File: src/rtl/twiddle_fetch_pkg.sv
// Shared types and constants for the twiddle fetch controller.
//   tf_state_t   : sequencer states (IDLE / ISSUE / DRAIN)
//   twiddle_t    : packed twiddle word {re, im}, both signed Q1.15
//   Q15_MAX/MIN  : Q1.15 saturation limits
//   q15_neg_sat  : negate a Q1.15 value, clamping -1.0 to the largest positive code
package twiddle_fetch_pkg;

    typedef enum logic [1:0] {
        ST_IDLE  = 2'd0,
        ST_ISSUE = 2'd1,
        ST_DRAIN = 2'd2
    } tf_state_t;

    typedef struct packed {
        logic signed [15:0] re;
        logic signed [15:0] im;
    } twiddle_t;

    localparam logic signed [15:0] Q15_MAX = 16'sh7FFF;
    localparam logic signed [15:0] Q15_MIN = 16'sh8000;

    // -1.0 has no positive counterpart in Q1.15, so it clamps to +0.99997.
    function automatic logic signed [15:0] q15_neg_sat(input logic signed [15:0] x);
        return (x == Q15_MIN) ? Q15_MAX : -x;
    endfunction

endpackage

File: src/rtl/twiddle_fetch_fifo.sv
// Synchronous output buffer for fetched twiddles. Each entry carries the
// twiddle word, its stage index and the stage-last flag.
// Ports:
//   clk_i, reset_i         clock, synchronous active-high reset
//   flush_i                drop all entries (wins over push)
//   push_i, push_*_i       write an entry (accepted when not full or popping)
//   pop_i                  remove the head entry (ignored when empty)
//   head_*_o               head entry contents
//   empty_o, count_o       occupancy status
// Push and pop in the same cycle are legal at every occupancy.
module twiddle_fetch_fifo #(
    parameter int DATA_WIDTH = 32,
    parameter int DEPTH      = 4
) (
    input  logic                    clk_i,
    input  logic                    reset_i,
    input  logic                    flush_i,
    input  logic                    push_i,
    input  logic [DATA_WIDTH-1:0]   push_data_i,
    input  logic [3:0]              push_stage_i,
    input  logic                    push_last_i,
    input  logic                    pop_i,
    output logic [DATA_WIDTH-1:0]   head_data_o,
    output logic [3:0]              head_stage_o,
    output logic                    head_last_o,
    output logic                    empty_o,
    output logic [$clog2(DEPTH):0]  count_o
);

    localparam int AW = $clog2(DEPTH);
    localparam int CW = AW + 1;

    logic [DATA_WIDTH-1:0] r_data  [DEPTH];
    logic [3:0]            r_stage [DEPTH];
    logic                  r_last  [DEPTH];
    logic [AW-1:0]         r_wr_ptr;
    logic [AW-1:0]         r_rd_ptr;
    logic [CW-1:0]         r_count;

    logic w_do_pop;
    logic w_do_push;

    assign w_do_pop  = pop_i & (r_count != '0);
    // A pop frees the slot this cycle, so a full buffer can still take a push.
    assign w_do_push = push_i & ((r_count != CW'(DEPTH)) | w_do_pop);

    always_ff @(posedge clk_i) begin
        if (reset_i || flush_i) begin
            r_wr_ptr <= '0;
            r_rd_ptr <= '0;
            r_count  <= '0;
        end else begin
            // DEPTH is a power of two, so the pointers wrap by plain overflow.
            if (w_do_push) r_wr_ptr <= r_wr_ptr + AW'(1);
            if (w_do_pop)  r_rd_ptr <= r_rd_ptr + AW'(1);
            case ({w_do_push, w_do_pop})
                2'b10:   r_count <= r_count + CW'(1);
                2'b01:   r_count <= r_count - CW'(1);
                default: r_count <= r_count;
            endcase
        end
    end

    always_ff @(posedge clk_i) begin
        if (w_do_push && !reset_i && !flush_i) begin
            r_data[r_wr_ptr]  <= push_data_i;
            r_stage[r_wr_ptr] <= push_stage_i;
            r_last[r_wr_ptr]  <= push_last_i;
        end
    end

    assign head_data_o  = r_data[r_rd_ptr];
    assign head_stage_o = r_stage[r_rd_ptr];
    assign head_last_o  = r_last[r_rd_ptr];
    assign empty_o      = (r_count == '0);
    assign count_o      = r_count;

endmodule

File: src/rtl/twiddle_fetch_ctrl.sv
// Twiddle fetch controller: walks the radix-2 FFT twiddle schedule for
// N = 2^L, issues one ROM read per cycle under a credit limit, and streams
// the returned words (tagged with stage and stage-last) to the butterfly.
// Ports:
//   clk_i, reset_i                  clock, synchronous active-high reset
//   start_i, log2_size_i, inverse_i sequence start, FFT size L, conjugate request
//   abort_i                         terminate an active sequence
//   rom_addr_o, rom_addr_valid_o    ROM read request
//   rom_data_i, rom_data_valid_i    ROM read data, one cycle after the request
//   tw_data_o/stage_o/last_o        twiddle stream, valid/ready handshake
//   busy_o, done_o, error_o         status; done/error are one-cycle pulses
// Build option: TWIDDLE_FETCH_CONJ_EN enables negating im (saturating) when
// inverse_i was set at start; otherwise inverse_i is ignored.
//
// state | meaning
// IDLE  | waiting for start_i; rejects illegal sizes with error_o
// ISSUE | stepping through stage/group/k, one ROM read per cycle when credit allows
// DRAIN | all reads issued; waiting for the final twiddle to handshake
module twiddle_fetch_ctrl
    import twiddle_fetch_pkg::*;
#(
    parameter int ADDR_WIDTH = 16,
    parameter int DATA_WIDTH = 32,
    parameter int MAX_LOG2   = 12,
    parameter int FIFO_DEPTH = 4
) (
    input  logic                  clk_i,
    input  logic                  reset_i,
    input  logic                  start_i,
    input  logic [3:0]            log2_size_i,
    input  logic                  inverse_i,
    input  logic                  abort_i,
    output logic [ADDR_WIDTH-1:0] rom_addr_o,
    output logic                  rom_addr_valid_o,
    input  logic [DATA_WIDTH-1:0] rom_data_i,
    input  logic                  rom_data_valid_i,
    output logic [DATA_WIDTH-1:0] tw_data_o,
    output logic                  tw_valid_o,
    input  logic                  tw_ready_i,
    output logic [3:0]            tw_stage_o,
    output logic                  tw_last_o,
    output logic                  busy_o,
    output logic                  done_o,
    output logic                  error_o
);

    tf_state_t r_state;
    tf_state_t w_state_nx;

    logic [3:0]          r_log2;
    logic [3:0]          r_stage;
    logic [MAX_LOG2-1:0] r_idx;        // position inside the stage: g * 2^s + k
    logic                r_pend_valid;
    logic [3:0]          r_pend_stage;
    logic                r_pend_last;

    logic                w_size_ok;
    logic                w_start_ok;
    logic                w_issue;
    logic                w_flush;
    logic                w_done;
    logic                w_error;
    logic                w_credit_ok;
    logic [MAX_LOG2-1:0] w_last_idx;
    logic [MAX_LOG2-1:0] w_kmask;
    logic [MAX_LOG2-1:0] w_k;
    logic [3:0]          w_shamt;
    logic [MAX_LOG2-1:0] w_addr_raw;
    logic                w_stage_end;
    logic                w_final;

    logic                     w_push;
    logic                     w_pop;
    logic [DATA_WIDTH-1:0]    w_wr_data;
    twiddle_t                 w_wr_tw;
    logic [DATA_WIDTH-1:0]    w_head_data;
    logic [3:0]               w_head_stage;
    logic                     w_head_last;
    logic                     w_empty;
    logic [$clog2(FIFO_DEPTH):0] w_count;

    assign w_size_ok = (log2_size_i != 4'd0) && ({1'b0, log2_size_i} <= 5'(MAX_LOG2));

    // k is the low s bits of the in-stage index; each stage has N/2 entries.
    assign w_last_idx  = MAX_LOG2'((32'd1 << (r_log2 - 4'd1)) - 32'd1);
    assign w_kmask     = MAX_LOG2'((32'd1 << r_stage) - 32'd1);
    assign w_k         = r_idx & w_kmask;
    assign w_shamt     = 4'(MAX_LOG2 - 1) - r_stage;
    assign w_addr_raw  = w_k << w_shamt;
    assign w_stage_end = (r_idx == w_last_idx);
    assign w_final     = w_stage_end && (r_stage == r_log2 - 4'd1);

    // Occupancy plus the read still in flight must leave room for this read.
    assign w_credit_ok = (32'(w_count) + 32'(r_pend_valid)) < 32'(FIFO_DEPTH);

    assign w_pop  = tw_ready_i & ~w_empty;
    assign w_push = rom_data_valid_i & r_pend_valid & ~w_flush;

    always_comb begin
        w_state_nx = r_state;
        w_start_ok = 1'b0;
        w_issue    = 1'b0;
        w_flush    = 1'b0;
        w_done     = 1'b0;
        w_error    = 1'b0;
        if (!reset_i) begin
            case (r_state)
                ST_IDLE: begin
                    if (start_i) begin
                        if (w_size_ok) begin
                            w_start_ok = 1'b1;
                            w_state_nx = ST_ISSUE;
                        end else begin
                            w_error = 1'b1;
                        end
                    end
                end
                ST_ISSUE: begin
                    if (abort_i) begin
                        w_flush    = 1'b1;
                        w_state_nx = ST_IDLE;
                    end else if (w_credit_ok) begin
                        w_issue = 1'b1;
                        if (w_final) w_state_nx = ST_DRAIN;
                    end
                end
                ST_DRAIN: begin
                    if (abort_i) begin
                        w_flush    = 1'b1;
                        w_state_nx = ST_IDLE;
                    end else if (w_pop && w_head_last && (w_head_stage == r_log2 - 4'd1)) begin
                        // Only the final stage's last entry carries both tags.
                        w_done     = 1'b1;
                        w_state_nx = ST_IDLE;
                    end
                end
                default: w_state_nx = ST_IDLE;
            endcase
        end
    end

    always_ff @(posedge clk_i) begin
        if (reset_i) begin
            r_state      <= ST_IDLE;
            r_log2       <= '0;
            r_stage      <= '0;
            r_idx        <= '0;
            r_pend_valid <= 1'b0;
            r_pend_stage <= '0;
            r_pend_last  <= 1'b0;
        end else begin
            r_state      <= w_state_nx;
            r_pend_valid <= w_issue;
            if (w_issue) begin
                r_pend_stage <= r_stage;
                r_pend_last  <= w_stage_end;
            end
            if (w_start_ok) begin
                r_log2  <= log2_size_i;
                r_stage <= '0;
                r_idx   <= '0;
            end else if (w_issue) begin
                if (w_stage_end) begin
                    r_idx   <= '0;
                    r_stage <= r_stage + 4'd1;
                end else begin
                    r_idx <= r_idx + MAX_LOG2'(1);
                end
            end
        end
    end

`ifdef TWIDDLE_FETCH_CONJ_EN
    logic r_inv;

    always_ff @(posedge clk_i) begin
        if (reset_i)         r_inv <= 1'b0;
        else if (w_start_ok) r_inv <= inverse_i;
    end

    always_comb begin
        w_wr_tw = twiddle_t'(rom_data_i[31:0]);
        if (r_inv) w_wr_tw.im = q15_neg_sat(w_wr_tw.im);
    end
`else
    logic w_unused_inv;
    assign w_unused_inv = inverse_i;

    always_comb begin
        w_wr_tw = twiddle_t'(rom_data_i[31:0]);
    end
`endif

    assign w_wr_data = DATA_WIDTH'(w_wr_tw);

    twiddle_fetch_fifo #(
        .DATA_WIDTH (DATA_WIDTH),
        .DEPTH      (FIFO_DEPTH)
    ) u_fifo (
        .clk_i        (clk_i),
        .reset_i      (reset_i),
        .flush_i      (w_flush),
        .push_i       (w_push),
        .push_data_i  (w_wr_data),
        .push_stage_i (r_pend_stage),
        .push_last_i  (r_pend_last),
        .pop_i        (w_pop),
        .head_data_o  (w_head_data),
        .head_stage_o (w_head_stage),
        .head_last_o  (w_head_last),
        .empty_o      (w_empty),
        .count_o      (w_count)
    );

    assign rom_addr_valid_o = w_issue;
    assign rom_addr_o       = w_issue ? ADDR_WIDTH'(w_addr_raw) : '0;
    assign tw_valid_o       = ~w_empty;
    assign tw_data_o        = w_empty ? '0 : w_head_data;
    assign tw_stage_o       = w_empty ? '0 : w_head_stage;
    assign tw_last_o        = ~w_empty & w_head_last;
    assign busy_o           = (r_state != ST_IDLE);
    assign done_o           = w_done;
    assign error_o          = w_error;

endmodule

File: config.mk
export PLATFORM = sky130hd
export DESIGN_NAME = twiddle_fetch_ctrl
export DESIGN_NICKNAME = d
export VERILOG_FILES = /design/src/rtl/twiddle_fetch_pkg.sv /design/src/rtl/twiddle_fetch_fifo.sv /design/src/rtl/twiddle_fetch_ctrl.sv
export SDC_FILE = /design/constraint.sdc
export NUM_CORES = 1
export LEC_CHECK = 0
export CORE_MARGIN = 8
export CORE_UTILIZATION = 45
export CTS_CLUSTER_SIZE = 10
export DETAILED_ROUTE_END_ITERATION = 8
export PLACE_DENSITY_LB_ADDON = 0.15
export SKIP_CTS_REPAIR_TIMING = 1
export SLEW_MARGIN = 25
export SYNTH_ARGS = -nofsm -noshare
export SYNTH_HDL_FRONTEND = slang
export SYNTH_SLANG_ARGS = --single-unit
File: constraint.sdc
create_clock -name clk_i -period 3.7 [get_ports clk_i]
set_input_delay 0.555 -clock clk_i [delete_from_list [all_inputs] [get_ports clk_i]]
set_output_delay 0.555 -clock clk_i [all_outputs]
set_load 0.05 [all_outputs]
After elaboration in Yosys (flattened, before gate mapping)
Memory sizes are Yosys's and may differ from the RTL's. A register that Yosys moved wholly into a read port is not among the register bits.
Index checks and enable logic that the tools add are counted.
Storage, ports and cells
  register bits: 35
  bits in latches: 0
  RAM bits: 148
  ROM bits: 0
  input bits: 43
  output and inout bits: 58
  logic and storage cells: 111
  memories kept: 3
Operators by class
  $add $sub $neg: 11
  multipliers: 0
  div/mod/pow operators: 0
  $lt $le $gt $ge: 2
  equal/unequal tests: 13
  shift operators: 3
  multiplexer cells: 40
  bitwise logic cells: 10
  reductions and logical operators: 19
Memory list
  u_fifo.r_data: depth 4, bits a word 32, read ports 1, clocked after memory_dff 1, wr ports 1, line twiddle_fetch_fifo.sv:33  | logic [DATA_WIDTH-1:0] r_data [DEPTH];
  u_fifo.r_stage: depth 4, bits a word 4, read ports 1, clocked after memory_dff 1, wr ports 1, line twiddle_fetch_fifo.sv:34  | logic [3:0] r_stage [DEPTH];
  u_fifo.r_last: depth 4, bits a word 1, read ports 1, clocked after memory_dff 1, wr ports 1, line twiddle_fetch_fifo.sv:35  | logic r_last [DEPTH];
Operators with widths (count)
  $mux 32: 1
  $mux 2: 13
  $mux 12: 2
  $shl 1x4->12 const A: 2
  $sub 12x1->12 const B: 2
  $mux 1: 21
  $add 12x1->12 const B: 1
  $and 12x12->12: 1
  $eq 12x12->1: 1
  $ne 3x3->1 const B: 4
  $shl 12x4->12: 1
  $eq 4x4->1: 2
  $and 1x1->1: 6
  $logic_and 1x1->1: 6
  $pmux 2 s3: 1
  $pmux 3 s2: 1
  $reduce_and 5->1: 1
  $add 2x1->2 const B: 2
  $add 3x1->4: 1
  $add 4x1->4 const B: 1
  $eq 2x1->1 const B: 2
  $eq 2x2->1 const B: 2
  $le 4x4->1 const B: 1
  $lt 4x3->1 const B: 1
  other kinds (17): 22

Logic depth before layout (Yosys ltp)
Gate-level depths: netlist of run 1.
  word-level depth: 11
  depth in mapped cells: 18
  mapped depth without buffers: 15

Modules after synthesis
A second synthesis of run 1 with hierarchy kept.
Unflattened totals
  cell total of the unflattened synthesis: 705
  area total of the unflattened synthesis: 9216.3 um^2
By module, submodules not included
  twiddle_fetch_fifo: times used 1, cells each 251, area an instance 5895.7 um^2, sequential area each 4624.4 um^2
  twiddle_fetch_ctrl: times used 1, cells each 454, area an instance 3320.7 um^2, sequential area each 560.5 um^2

Least setup slack after synthesis of run 1
Ideal clock, no wire load.
  path kind: register to output
  start point: reg r_stage[2]
  end point: out rom_addr_o[9]
  arrival: 3.666 ns
  data required time: 3.145 ns
  setup slack: -0.521 ns
  cell stages (with the launch flop): 11
  buffers on the path: 1
  cell sequence: dfxtp_1 clkbuf_1 clkinv_1 ha_1 or4_1 nor2_1 o31ai_1 mux2i_1 o21ai_0 a21o_1 a211oi_1
On the way
  cells in the longest elaborated chain, start to end: 5
  elaborated cells on any way between the ends: 6
  those cells by class: add/sub (2); shift (2); mux (1); bitwise (1)
Ends and longest elaborated chain
  start, declared: line twiddle_fetch_ctrl.sv:51  | logic [3:0] r_stage;
  start signal, assigned: line twiddle_fetch_ctrl.sv:165  | r_stage <= r_stage + 4'd1;
  $shl 1x4->12: line twiddle_fetch_ctrl.sv:86  | assign w_kmask = MAX_LOG2'((32'd1 << r_stage) - 32'd1);
  $sub 12x1->12: line twiddle_fetch_ctrl.sv:86
  $and 12x12->12: line twiddle_fetch_ctrl.sv:87  | assign w_k = r_idx & w_kmask;
  $shl 12x4->12 (*): line twiddle_fetch_ctrl.sv:89  | assign w_addr_raw = w_k << w_shamt;
  $mux 12 (*): line twiddle_fetch_ctrl.sv:216  | assign rom_addr_o = w_issue ? ADDR_WIDTH'(w_addr_raw) : '0;
  end, declared: line twiddle_fetch_ctrl.sv:33  | output logic [ADDR_WIDTH-1:0] rom_addr_o,
Mark *: on every way between the ends. The rest lies on a longest branch, timed or not.

Worst setup path in the final report of run 1
  start point: reg r_stage[0]
  end point: out rom_addr_o[11]
Same word-level chain as after synthesis.

==> run summary, run 1 <==
Slew headroom -> 54.5%
r2r setup slk -> 0.34 ns
GRT Total Usage -> 16.4%
ys async rst share -> 0%
Crit path required time -> 3.14 ns
DR WL/cell -> 18.7 um
total CTS buffers -> 17
DRC marker count from the first detailed-route iteration -> 312
share of layout cells above drive strength 1 -> 24.1%
critical path class -> reg -> out
Hold Vio Cnt, Final -> 0
HPWL Detailed -> 14300 um
main combinational cell family by area after synthesis -> simple AND/OR/NAND/NOR gates
CP Launch Type -> register
ANT cells -> 0
Placer Congestion -> 0.841
Hold WS -> 0.513 ns
Post-Synth Adder-Cell Area -> 3.06%
crit end category -> output pin
most common flop cell mapped by yosys -> edfxtp_1
Worst-Margin Slew -> 0.679 ns
Static Leak -> 3.91 nW
first-pass GRT wire length -> 33400 um
cell count after synthesis -> 727
Crit path arrival time -> 3.05 ns
minimum clock period after layout -> 3.60 ns
f_max -> 0.278 GHz
depth of the worst register-to-register path -> 16
clock buffer depth -> 2
DIE AREA -> 25400 um^2
GR Overflow Total -> 0
core area -> 20200 um^2
Peak VDD IR -> 301 uV
Starting Density -> 45.7%
WHS Endpoint -> u_fifo.r_stage[2][2]
Post-synth top cells -> 148 x edfxtp_1, 50 x nor2_1, 47 x and2_1
Die W -> 159 um
Synth Area in Simple Gates -> 14.0%
Clock Pin Slew Worst Setup and Hold Paths -> 0.07 ns
synth top area cells -> edfxtp_1 48%, mux4_2 9.0%, dfxtp_1 8.0%
vias per inst -> 5.54
max-slew violations -> 0
TritonCTS clock tree -> yes
Worst Min Path Start -> r_pend_stage[2]
# nets final -> 904
Mapped Area -> 9260 um^2
area added between synthesis and finish -> 25.9%
synthesis-stage register bit count -> 185
PD cells -> 378 nW/um^2
Synth top area share -> 48.0%
clk sink count -> 185
Site Rows -> 52
count leader, synth -> edfxtp_1
Finish-stage setup viols -> 0
Hold Crit Depth -> 0
vias in the first global route -> 6270
Die Ht -> 159 um
Compound-Gate Fraction of Synth Area -> 8.56%
largest net degree at the start of global routing -> 43
I/O pin cnt -> 101
Syn. warnings -> 0
syn_area_per_cell -> 12.7 um^2
EDFF count, synth -> 148
Final ANT Viol Nets -> 0
Sum Neg Setup Slack -> 0 ns
Port Buf Inserts -> 95
Hold Crit Class -> reg -> reg
period utilization -> 97.3%
CTS Root Cell -> clkbuf_16
CP Max Fanout -> 5
total of max-cap violations -> 0
area share of xor/xnor cells in the synthesized design -> 3.49%
H-tree depth -> 4
total number of vias -> 6206
initial antenna violation count -> 0
worst-skew pair later-pin latency -> 0.42 ns
run status -> finished clean
DRC violations left -> 0
FF-to-FF End -> r_idx[11]
R2R Path Start -> r_log2[0]
Detailed Routing Iterations Pass 1 -> 4
mux cell area share after synthesis -> 11.5%
cell taking the most area after synthesis -> edfxtp_1
clock skew -> 0.00783 ns
register area share after synthesis -> 56.0%
total wire length -> 21000 um
count of cell types in the netlist -> 75
==> state kept, by name, indices dropped and copies added (netlist names), named ones only <==
name	count
u_fifo.r_data	128
u_fifo.r_stage	16
r_idx	12
r_log2	4
r_pend_stage	4
r_stage	4
u_fifo.r_last	4
u_fifo.count_o	3
r_state	2
u_fifo.r_rd_ptr	2
u_fifo.r_wr_ptr	2
r_pend_last	1
r_pend_valid	1
==> power breakdown <==
group | internal, W | total [W] | switching (W) | leakage [nW]
clock | 0.000903 | 0.00174 | 0.000842 | 0.282
combinational | 0.000172 | 0.000406 | 0.000234 | 1.98
sequential | 0.00225 | 0.00225 | 0.00000705 | 1.65
==> cell type report <==
cell class / instances / area (um^2)
Clock inverter: 14 / 151
Sequential cell: 185 / 5190
Multi-Input combinational cell: 475 / 3980
Timing Repair Buffer: 137 / 1470
Fill cell: 1612 / 8580
Tap cell: 270 / 338
Inverter: 23 / 86.3
Clock buffer: 17 / 425
==> per-layer routing <==
layer  up-vias  part of all wire [%]  track usage, %
li1       2933                     -               -
met1      3080                    43            20.4
met2       160                    49            27.3
met5         -                     0               0
met3        33                   4.8            3.93
met4         0                   2.3            6.13
==> cells in the final DEF (no fill, tap or decap), types with 5 or more instances in the layout <==
cell type,Yosys,final
a211oi_1,12,7
a21o_1,5,5
a21oi_1,21,18
a31oi_1,7,7
and2_1,47,42
and3_1,7,7
buf_12,0,19
buf_4,5,36
clkbuf_16,0,17
clkdlybuf4s50_1,0,81
dfxtp_1,37,33
edfxtp_1,148,148
ha_1,21,14
ha_4,0,5
inv_1,20,19
inv_8,0,6
mux2_2,6,5
mux2i_1,16,15
mux4_2,37,37
nand2_1,41,41
nand3_1,16,16
nand4_1,5,5
nor2_1,50,49
nor2_2,11,11
nor2b_1,8,8
nor3_1,12,12
nor4_1,7,6
o211ai_1,9,9
o21a_1,6,6
o21ai_0,19,17
or2_2,5,5
or3_1,6,5
xnor2_1,20,19
xor2_1,15,15
==> worst max-delay path by stage <==
stage          startpoint              to  slack (ns)  cells past startpoint
2_1_floorplan  r_stage[2]   rom_addr_o[7]        0.03                     10
3_3_place_gp    r_log2[0]       r_idx[11]        0.18                     17
3_5_place_dp    r_log2[0]       r_idx[11]        0.18                     17
4_1_cts        r_stage[0]  rom_addr_o[10]       -0.27                     12
5_1_grt        r_stage[1]   rom_addr_o[9]       -0.05                     12
6_report       r_stage[0]  rom_addr_o[11]         0.1                     11
==> critical path: stages (launching register included) <==
cell and delay [ns]:
dfxtp_4 0.36, buf_4 0.14, ha_4 0.16, ha_4 0.16, or4_4 0.51, and2_4 0.18
o31ai_4 0.23, mux2i_1 0.14, mux2_4 0.31, mux2i_2 0.17, o21ai_2 0.11, buf_12 0.16
==> cells by family after synthesis <==
family / after synthesis
buf+inv: 70
flops: 185
simple gates: 240
compound gates: 114
xor+xnor: 36
other cells: 1
mux: 59
fa+ha+maj: 22
==> per-stage QoR <==
stage | power, W | instances | util, % | setup WS, ns | instance area [um^2]
3_3_place_gp | 0.00269 | 1082 | 53.4 | 0.176 | 10800
4_1_cts | 0.00445 | 1113 | 56.2 | -0.274 | 11400
6_report | 0.00440 | 1121 | 57.6 | 0.0985 | 11600
2_1_floorplan | 0.00256 | 730 | - | 0.0349 | 9280
5_1_grt | 0.00456 | 1121 | 57.6 | -0.0486 | 11600
3_5_place_dp | 0.00270 | 1082 | 53.4 | 0.182 | 10800
(Power assumes the default switching activity.)
==> run 2: changes to the inputs <==
--- a/config.mk
+++ b/config.mk
@@ -14,4 +14,5 @@
 export SLEW_MARGIN = 25
 export SYNTH_ARGS = -nofsm -noshare
 export SYNTH_HDL_FRONTEND = slang
+export SYNTH_HIERARCHICAL = 1
 export SYNTH_SLANG_ARGS = --single-unit
==> run 2 against run 1 <==
- utilization down 0.30 points
- die area is 0.38% lower
- critical path depth increased by 1
- non-clock buffer count increased by 1
- sequential power about the same
- hold slack got worse by 0.0047 ns
- critical path type unchanged
==> run summary, run 2 <==
largest net degree at the start of global routing -> 39 (was 43)
Finish-stage setup viols -> 0 (unchanged)
f_max -> 0.281 GHz (was 0.278 GHz)
Cell Area, Placed -> 10800 um^2 (about the same)
Reg with most FFs -> u_fifo/r_data (was u_fifo.r_data)
clock skew -> 0.0102 ns (was 0.00783 ns)
Synth top area share -> 48.2% (was 48.0%)
total of max-cap violations -> 0 (unchanged)
register area -> 5190 um^2 (unchanged)
ANT cells -> 0 (unchanged)
HPWL Detailed -> 14700 um (was 14300 um)
register area share after synthesis -> 56.3% (was 56.0%)
Post-synth top cells -> 148 x edfxtp_1, 51 x nor2_1, 48 x nor2b_1 (was 148 x edfxtp_1, 50 x nor2_1, 47 x and2_1)
core area -> 20200 um^2 (about the same)
Static Leak -> 3.89 nW (was 3.91 nW)
TritonCTS clock tree -> yes (unchanged)
count leader, synth -> edfxtp_1 (unchanged)
most common flop cell mapped by yosys -> edfxtp_1 (unchanged)
Mapped Area -> 9220 um^2 (was 9260 um^2)
Synth Area in Simple Gates -> 14.1% (was 14.0%)
main combinational cell family by area after synthesis -> simple AND/OR/NAND/NOR gates (unchanged)
crit path cell chain -> buf_12 > ha_1 > ha_2 > o21bai_1 > nand2_1 > o311a_1 > o21ai_2 > mux2i_2 > o21ai_2 > a21oi_4 > o311a_1 > buf_12 (was buf_4 > ha_4 > ha_4 > or4_4 > and2_4 > o31ai_4 > mux2i_1 > mux2_4 > mux2i_2 > o21ai_2 > buf_12)
biggest regs -> u_fifo/r_data (128), u_fifo/r_stage (16), r_idx (12) (was u_fifo.r_data (128), u_fifo.r_stage (16), r_idx (12))
Port Buf Inserts -> 95 (unchanged)
period utilization -> 96.1% (was 97.3%)
Syn. warnings -> 6 (was 0)
synthesis-stage register bit count -> 185 (unchanged)
most common cell after layout, fill and taps aside -> edfxtp_1 (unchanged)
Detailed Routing Iterations Pass 1 -> 5 (was 4)
Slew headroom -> 62.4% (was 54.5%)
max-slew violations -> 0 (unchanged)
run status -> finished clean (unchanged)
CTS Root Cell -> clkbuf_16 (unchanged)
syn_area_per_cell -> 13.1 um^2 (was 12.7 um^2)
DRC violations left -> 0 (unchanged)
cell count after synthesis -> 705 (was 727)
clock buffer depth -> 2 (unchanged)
Placer Congestion -> 0.871 (was 0.841)
Die Ht -> 159 um (about the same)
# nets final -> 887 (was 904)
Starting Density -> 45.7% (about the same)
ys async rst share -> 0% (unchanged)
critical path class -> reg -> out (unchanged)
met1 usage -> 20.7% (was 20.4%)
Crit path required time -> 3.14 ns (about the same)
most frequent cells in the layout -> 148 x edfxtp_1, 81 x clkdlybuf4s50_1, 49 x nor2_1, 48 x nor2b_1, 44 x nand2_1 (was 148 x edfxtp_1, 81 x clkdlybuf4s50_1, 49 x nor2_1, 42 x and2_1, 41 x nand2_1)
total number of vias -> 6032 (was 6206)
Hold WS -> 0.509 ns (was 0.513 ns)
Peak VDD IR -> 379 uV (was 301 uV)
Crit path arrival time -> 3.00 ns (was 3.05 ns)
GRT Total Usage -> 16.6% (was 16.4%)
cell taking the most area after synthesis -> edfxtp_1 (unchanged)
fin area -> 11600 um^2 (about the same)
worst-skew pair later-pin latency -> 0.43 ns (was 0.42 ns)
Clock Pin Slew Worst Setup and Hold Paths -> 0.07 ns (about the same)
minimum clock period after layout -> 3.56 ns (was 3.60 ns)
met3 Resource Use GR -> 3.49% (was 3.93%)
Site Rows -> 52 (unchanged)
GR Overflow Total -> 0 (unchanged)
slowest CP cell -> dfxtp_4 (was or4_4)
count of cell types in the netlist -> 80 (was 75)
CP peak stage delay -> 0.37 ns (was 0.51 ns)
Filler Cell Count -> 1630 (was 1612)
DIE AREA -> 25300 um^2 (was 25400 um^2)
Worst-Margin Slew -> 0.562 ns (was 0.679 ns)
synth top area cells -> edfxtp_1 48%, mux4_2 9.0%, dfxtp_1 8.0% (unchanged)
crit end category -> output pin (unchanged)
most crowded layer after global routing -> met2 (unchanged)
CP Launch Type -> register (unchanged)
H-tree depth -> 4 (unchanged)
share of layout cells above drive strength 1 -> 21.7% (was 24.1%)
total wire length -> 20700 um (was 21000 um)
CP Max Fanout -> 13 (was 5)
PD cells -> 388 nW/um^2 (was 378 nW/um^2)
area share of xor/xnor cells in the synthesized design -> 4.47% (was 3.49%)
Final Core Density -> 57.3% (was 57.6%)
DR WL/cell -> 18.8 um (was 18.7 um)
initial antenna violation count -> 0 (unchanged)
Post-Synth Adder-Cell Area -> 3.20% (was 3.06%)
M2 GR Usage -> 27.8% (was 27.3%)
vias per inst -> 5.46 (was 5.54)
EDFF count, synth -> 148 (unchanged)
vias in the first global route -> 6261 (was 6270)
first-pass GRT wire length -> 33500 um (was 33400 um)
mux cell area share after synthesis -> 10.7% (was 11.5%)
DRC marker count from the first detailed-route iteration -> 331 (was 312)
Final ANT Viol Nets -> 0 (unchanged)
Hold Crit Class -> reg -> reg (unchanged)
total CTS buffers -> 17 (unchanged)
Hold Vio Cnt, Final -> 0 (unchanged)
multi-input combinational cell area -> 3850 um^2 (was 3980 um^2)
clk sink count -> 185 (unchanged)
Largest register FFs -> 128 (unchanged)
Die W -> 159 um (about the same)
I/O pin cnt -> 101 (unchanged)
r2r setup slk -> 0.20 ns (was 0.34 ns)
Compound-Gate Fraction of Synth Area -> 7.94% (was 8.56%)
area added between synthesis and finish -> 25.3% (was 25.9%)
## run 2: worst paths after layout
| path | cells past startpoint | startpoint | to |
|---|---|---|---|
| worst max-delay path | 12 | r_stage[1] | rom_addr_o[8] |
| worst min-delay path | 0 | r_pend_stage[1] | u_fifo/r_stage[2][1] |
| worst max register to register | 18 | r_log2[0] | r_stage[2] |
| worst min register to register | 0 | r_pend_stage[1] | u_fifo/r_stage[2][1] |
## run 2: metal layers
| metal | routed length (um) | part of all wire [%] |
|---|---|---|
| met1 | 9130 | 44 |
| met2 | 10300 | 50 |
| met3 | 926 | 4.5 |
| met4 | 382 | 1.8 |
| met5 | 0 | 0 |
## run 2: logic make-up after synthesis
group           Yosys count
buf+inv                  66
flops                   185
mux                      52
fa+ha+maj                23
xor+xnor                 47
other cells               1
simple gates            232
compound gates           99
## run 2: where the power goes
group	switching, W	internal, W
sequential	0.0000114	0.00225
combinational	0.000270	0.000197
clock	0.000853	0.000904
total	0.00113	0.00335
## run 2: through the flow
step / worst slack [ns] / setup TNS [ns] / total power (W) / cells
4_1_cts: -0.248 / -0.645 / 0.00452 / 1098
3_3_place_gp: 0.194 / 0 / 0.00276 / 1066
3_5_place_dp: 0.223 / 0 / 0.00277 / 1066
6_report: 0.143 / 0 / 0.00449 / 1104
5_1_grt: -0.0134 / -0.0134 / 0.00465 / 1104
2_1_floorplan: -0.138 / -0.138 / 0.00262 / 708
## run 2: area by class of cell
cell class,count,share of cell area [%]
Clock buffer,18,3.72
Timing Repair Buffer,138,13.0
Tap cell,270,2.92
Multi-Input combinational cell,457,33.3
Sequential cell,185,45.0
Clock inverter,14,1.30
Inverter,22,0.737
## run 2: critical path, delay by kind of cell (launching register included)
family	cells	cell delay [ns]
compound gates	6	1.21
fa+ha+maj	2	0.44
buf+inv	2	0.31
flops	1	0.37
mux	1	0.12
simple gates	1	0.13
